==> src/rtl/operand_loader.sv <==
// Operand loader: turns a valid/ready byte stream into load-A / load-B / swap strobes
// for the two-register operand file, and counts completed pairs.
module operand_loader #(
    parameter int unsigned WIDTH = 8
) (
    input  logic             clk,
    input  logic             reset,
    input  logic [WIDTH-1:0] in_data,
    input  logic             in_valid,
    output logic             in_ready,
    input  logic             swap_req,
    input  logic             abort,
    output logic [WIDTH-1:0] data_out,
    output logic             load_a,
    output logic             load_b,
    output logic             swap,
    output logic             pair_done,
    output logic [WIDTH-1:0] pair_count
);

    typedef enum logic [1:0] {
        StWaitA,
        StWaitB,
        StSwap,
        StDone
    } state_e;

    state_e           state_q, state_d;
    logic [WIDTH-1:0] data_q, data_d;
    logic [WIDTH-1:0] count_q, count_d;
    logic             load_a_q, load_a_d;
    logic             load_b_q, load_b_d;
    logic             swap_q, swap_d;
    logic             done_q, done_d;
    logic             swap_pending_q, swap_pending_d;
    logic             handshake;

    always_comb begin
        state_d        = state_q;
        data_d         = data_q;
        count_d        = count_q;
        load_a_d       = 1'b0;
        load_b_d       = 1'b0;
        swap_d         = 1'b0;
        done_d         = 1'b0;
        swap_pending_d = swap_pending_q;

        // Ready is also gated by reset so upstream never sees a handshake during reset.
        in_ready  = reset && !abort && ((state_q == StWaitA) || (state_q == StWaitB));
        handshake = in_valid && in_ready;

        unique case (state_q)
            StWaitA: begin
                if (handshake) begin
                    data_d         = in_data;
                    load_a_d       = 1'b1;
                    swap_pending_d = swap_req;
                    state_d        = StWaitB;
                end
            end
            StWaitB: begin
                if (abort) begin
                    swap_pending_d = 1'b0;
                    state_d        = StWaitA;
                end else if (handshake) begin
                    data_d   = in_data;
                    load_b_d = 1'b1;
                    state_d  = swap_pending_q ? StSwap : StDone;
                end
            end
            StSwap: begin
                swap_d         = 1'b1;
                swap_pending_d = 1'b0;
                state_d        = StDone;
            end
            StDone: begin
                done_d  = 1'b1;
                count_d = count_q + WIDTH'(1);
                state_d = StWaitA;
            end
            default: state_d = StWaitA;
        endcase
    end

    always_ff @(posedge clk) begin
        if (!reset) begin
            state_q        <= StWaitA;
            data_q         <= '0;
            count_q        <= '0;
            load_a_q       <= 1'b0;
            load_b_q       <= 1'b0;
            swap_q         <= 1'b0;
            done_q         <= 1'b0;
            swap_pending_q <= 1'b0;
        end else begin
            state_q        <= state_d;
            data_q         <= data_d;
            count_q        <= count_d;
            load_a_q       <= load_a_d;
            load_b_q       <= load_b_d;
            swap_q         <= swap_d;
            done_q         <= done_d;
            swap_pending_q <= swap_pending_d;
        end
    end

    assign data_out   = data_q;
    assign load_a     = load_a_q;
    assign load_b     = load_b_q;
    assign swap       = swap_q;
    assign pair_done  = done_q;
    assign pair_count = count_q;

endmodule

==> config.mk <==
export PLATFORM = sky130hd
export DESIGN_NAME = operand_loader
export DESIGN_NICKNAME = d
export VERILOG_FILES = /design/src/rtl/operand_loader.sv
export SDC_FILE = /design/constraint.sdc
export NUM_CORES = 1
export LEC_CHECK = 0
export BUFFER_PORTS_ARGS = -buffer_cell sky130_fd_sc_hd__buf_2
export CORE_ASPECT_RATIO = 1.1
export CORE_MARGIN = 2
export CORE_UTILIZATION = 52
export CTS_CLUSTER_SIZE = 24
export DETAILED_ROUTE_END_ITERATION = 10
export PLACE_DENSITY = 0.85
export SETUP_SLACK_MARGIN = 0.5
export SLEW_MARGIN = 0
export SYNTH_ARGS = -nofsm -noshare
export SYNTH_HDL_FRONTEND = slang
export SYNTH_SLANG_ARGS = --single-unit
==> constraint.sdc <==
create_clock -name clk -period 2.25 [get_ports clk]
set_clock_uncertainty 0.1 [all_clocks]
set_input_delay 0.45 -clock clk [delete_from_list [all_inputs] [get_ports clk]]
set_output_delay 0.45 -clock clk [all_outputs]
set_load 0.02 [all_outputs]
Yosys cells after proc, flatten, opt, wreduce, memory -nomap -nowiden
Cells that the tools add are included.

storage, ports and cells
  output and inout port bits = 21
  flip-flop bits (word level) = 23
  logic and storage cells = 45

operators by class
  add/subtract/negate cells = 1
  reduce and logical (&&, ||, !) cells = 13
  bitwise operators = 2
  equality and inequality tests = 7
  mux-type cells = 14

operator list
  operator             number
  $mux 8               2
  $pmux 8 s2           1
  $add 8x1->8 const B  1
  $pmux 2 s4           1
  $mux 1               6
  $mux 2               3
  $ne 2x2->1 const B   3
  $reduce_and 2->1     3
  $eq 2x2->1 const B   2
  $logic_and 1x1->1    3
  $ne 3x3->1 const B   1
  $pmux 1 s3           1
  $reduce_and 3->1     1
  $reduce_bool 3->1    1
  $reduce_or 3->1      1
  $eq 2x1->1 const B   1
  $logic_not 2->1      1
  $not 1->1            2
  $reduce_bool 2->1    1
  $logic_not 1->1      1
  $logic_or 1x1->1     1

Longest topological paths before layout
  depth in word-level cells = 7
  depth in mapped cells = 6
  depth with buffers taken out = 6

Worst setup path before layout
OpenSTA, ideal clock, no wires.

  path type = register to output
  start point = reg state_q[0]
  end point = out in_ready
  data required time = 1700 ps
  arrival time = 1305 ps
  setup slack = 395 ps
  stages on the path, launching flop included = 5
  cells stage by stage = dfxtp_1 > inv_1 > ha_1 > nor2_2 > nor3b_1

on the way
  word-level cells in the longest chain between the ends = 3

RTL lines
  what                                                  RTL line  text
  start: declaration                                    28        state_e state_q, state_d;
  start signal: assignment                              87        state_q <= StWaitA;
  start signal: assignment                              96        state_q <= state_d;
  $eq 2x1->1 / $logic_not 2->1 (equally long branches)  49        in_ready = reset && !abort && ((state_q == StWaitA) || (state_q == StWaitB));
  $logic_or 1x1->1 *                                    49
  $logic_and 1x1->1 *                                   49
  end: declaration                                      10        output logic in_ready,

Every way passes the cells marked *; elsewhere a longest branch is shown, timed or not.

==> impl_results.md <==
* CP arrival at 1.25 ns
* Clk network pwr share at 23.7%
* Count leader, synth: sky130_fd_sc_hd__dfxtp_1
* Top cells by area, synth: sky130_fd_sc_hd__dfxtp_1, sky130_fd_sc_hd__mux2i_1, sky130_fd_sc_hd__ha_1
* Layout-stage area growth over the synthesis result at 29.5%
* Hold-fix buffers at CTS at 0
* Total iterations of the first detailed-routing run at 5
* Final RePlAce weighted congestion at 0.676
* Worst reg2reg setup slack at 0.60 ns
* Worst reg2reg endpoint: pair_count[6]
* Status: finished, final reports clean
* Number of H-tree levels at 1
* WL final at 1950 um
* Clk Tree Root Cell: sky130_fd_sc_hd__clkbuf_4
* Final Hold Violating Endpoints at 0
* Overall global routing resource usage at 17.4%
* Depth of the worst register-to-register path at 5
* Multi-input logic area at 597 um^2
* Number of input and output port buffers inserted at 33
* Worst Slack Setup Final at 0.453 ns
* Post-route design area at 1350 um^2
* Post-synthesis net count at 117
* Mapped Area at 1040 um^2
* Setup repair after global routing missed its margin: true
* Register bit total from synthesis at 23
* YS warnings at 0
* Placement Rows at 16
* Combinational fraction of design power at 20.2%
* Number of setup violations in the final report at 0
* Layout Cells excl Fill at 165
* Overall power after layout at 770 uW
* Sw Ratio at 26.4%
* Critical path capture point type: primary output
* Iter 0 DRT Violations at 2
* Number of max-capacitance violations reported at 0
* Tmin final at 1.80 ns
* Number of antenna violations at the first check in global routing at 0
* Clock tree from TritonCTS: done
* F_max at 0.557 GHz
* Worst setup slack after placement at 0.402 ns
* Highest ir drop seen on vdd at 0.392 mV
* Vias per Instance at 5.08
* Number of sinks handled by clock tree synthesis at 23
* Share of power burned in registers at 56.1%
* Fraction of final layout cells sized beyond drive strength 1 at 41.3%
* Power density normalized to cell area at 571 nW/um^2
* Routed via count at 839
* TritonCTS buffer count at 3
* Wire length of the first global-routing pass at 3080 um
* Number of global-route vias before repair at 758
* Final period utilization at 79.9%
* Worst-Skew Late Latency at 0.30 ns
* Prevailing post-synth register cell: sky130_fd_sc_hd__dfxtp_1
* Placed wire-length estimate at 1370 um
* Post-synthesis cell type with the largest combined area: sky130_fd_sc_hd__dfxtp_1
* FFs w/ async S/R, synth at 0%
* Clock edge transition at the registers on the reported setup and hold paths at 0.12 ns
* EDFF count, synth at 0
* Worst path required time at 1.70 ns
* DRC Markers at 0
* Number of pins exceeding their max-slew limit in the final report at 0
* Fin nets at 158
* Worst min-delay path category: in2reg
* Setup Total Neg Slack at 0 ns
* Antenna Diode Count at 0
* NetSw at 204 uW
* Io pins at 34
* Distinct cell type count of the synthesized netlist at 31
* Area occupied by registers at 468 um^2
* Proportion of synthesized chip area in sequential cells at 44.2%
* Gate Count Post-Synth at 98
* Routed wirelength normalized by instance count at 11.8 um
* Die Height at 51.0 um
* Critical R2R Launch: state_q[0]
* Initial Utilization at 56.6%
* Width of the die at 46.7 um
* Slew at the pin with the worst max-slew slack at 0.238 ns
* Top cell type's share of synthesized area at 44.2%
* Worst rel slew slack at 84.0%
* Endpoint of the worst setup timing path: in_ready
* Largest driver fanout on the critical path at 3
* Internal Dissipation at 567 uW
* Placed instance count at 156
* Mean cell area of the mapped netlist at 10.6 um^2
* Critical Setup Path Class: reg2out
* Placed cell areas at 1240 um^2
* Post-route ant nets at 0
* Maximum clock path buffer count at 2
* Die Area at 2380 um^2
* Leak at 0.000611 uW
* Pin count of the biggest net entering global routing at 23
* Top post-synthesis cells by count: sky130_fd_sc_hd__dfxtp_1, sky130_fd_sc_hd__nor2b_1, sky130_fd_sc_hd__and2_1, sky130_fd_sc_hd__mux2i_1, sky130_fd_sc_hd__ha_1
* Placeable core area at 1840 um^2
* Total grt overflow at 0
* Setup crit start kind: register
* Number of fillers in the final layout at 149
state kept, by name, indices dropped and copies added, names as in the netlist, named ones only:
signal and flops:
load_b 1, pair_done 1, pair_count 8, swap 1, state_q 1, load_a 1, data_out 8, swap_pending_q 1
power groups by stage:
stage               Clock, uW  Combinational, uW  Sequential, uW
global placement            0                113             438
floorplan                   0               73.3             448
global route              201                169             434
detailed placement          0                118             440
CTS                       189                151             432
finish                    182                156             432
cell families after synthesis:
group	synth area share, %
and+or+nand+nor	25.7
DFF	44.2
AOI/OAI and AO/OA	7.92
muxes	8.64
adders and majority gates	7.20
xor gates and xnor gates	4.20
buffers and inverters	2.16
cell type report:
class	instances	area share, %
clock buffer	4	1.95
tap	27	2.50
sequential	23	34.7
timing repair buffer	39	15.8
multi-input combinational	70	44.2
inverter	2	0.927
worst max-delay path, cell delays in order, from the launching register on:
cell and delay, ns:
sky130_fd_sc_hd__dfxtp_4 0.38, sky130_fd_sc_hd__inv_4 0.08, sky130_fd_sc_hd__ha_4 0.15, sky130_fd_sc_hd__nor2_4 0.04
sky130_fd_sc_hd__nor3b_2 0.14, sky130_fd_sc_hd__buf_4 0.16
through the flow:
stage               hold slack (ns)  utilization, %
detailed placement            0.351            67.3
CTS                           0.296            72.8
finish                        0.303            73.3
floorplan                     0.329               -
global placement              0.347            67.3
global route                  0.305            73.3
worst min path at each step:
| stage | from | to | cells past startpoint |
|---|---|---|---|
| after floorplan | swap_pending_q | swap_pending_q | 2 |
| after global placement | swap_pending_q | swap_pending_q | 2 |
| after detailed placement | swap_pending_q | swap_pending_q | 2 |
| final | in_data[3] | data_out[3] | 3 |
| after global routing | in_data[6] | data_out[6] | 3 |
| after CTS | in_data[3] | data_out[3] | 3 |
layout by cell type (no fill, tap or decap), types with 2 or more instances in the layout:
cell                       count
sky130_fd_sc_hd__a21boi_1      3
sky130_fd_sc_hd__dfxtp_1      21
sky130_fd_sc_hd__xnor2_1       3
sky130_fd_sc_hd__inv_4         2
sky130_fd_sc_hd__clkbuf_4      3
sky130_fd_sc_hd__mux2i_1       9
sky130_fd_sc_hd__buf_2        32
sky130_fd_sc_hd__dfxtp_4       2
sky130_fd_sc_hd__buf_4         7
sky130_fd_sc_hd__nor2b_1      10
sky130_fd_sc_hd__o21ai_1       4
sky130_fd_sc_hd__ha_4          2
sky130_fd_sc_hd__and2_1        9
sky130_fd_sc_hd__xor2_1        2
sky130_fd_sc_hd__ha_1          3
sky130_fd_sc_hd__or3_1         2
sky130_fd_sc_hd__nand2_1       5
routing by layer:
layer	up-vias	track usage, %	share of wire (%)
li1	418	-	-
met1	399	20.4	45
met2	20	29.9	50
met3	2	3.53	4.2
met4	0	7.41	0.72
met5	-	0	0
what timing repair did:
action	CTS	global route
pin swaps	2	0
resized for setup	14	1
endpoints found under the setup margin	1	4
endpoints found under the hold margin	0	0
buffers inserted	4	1
Note: power is estimated with default switching activity, not from simulation.
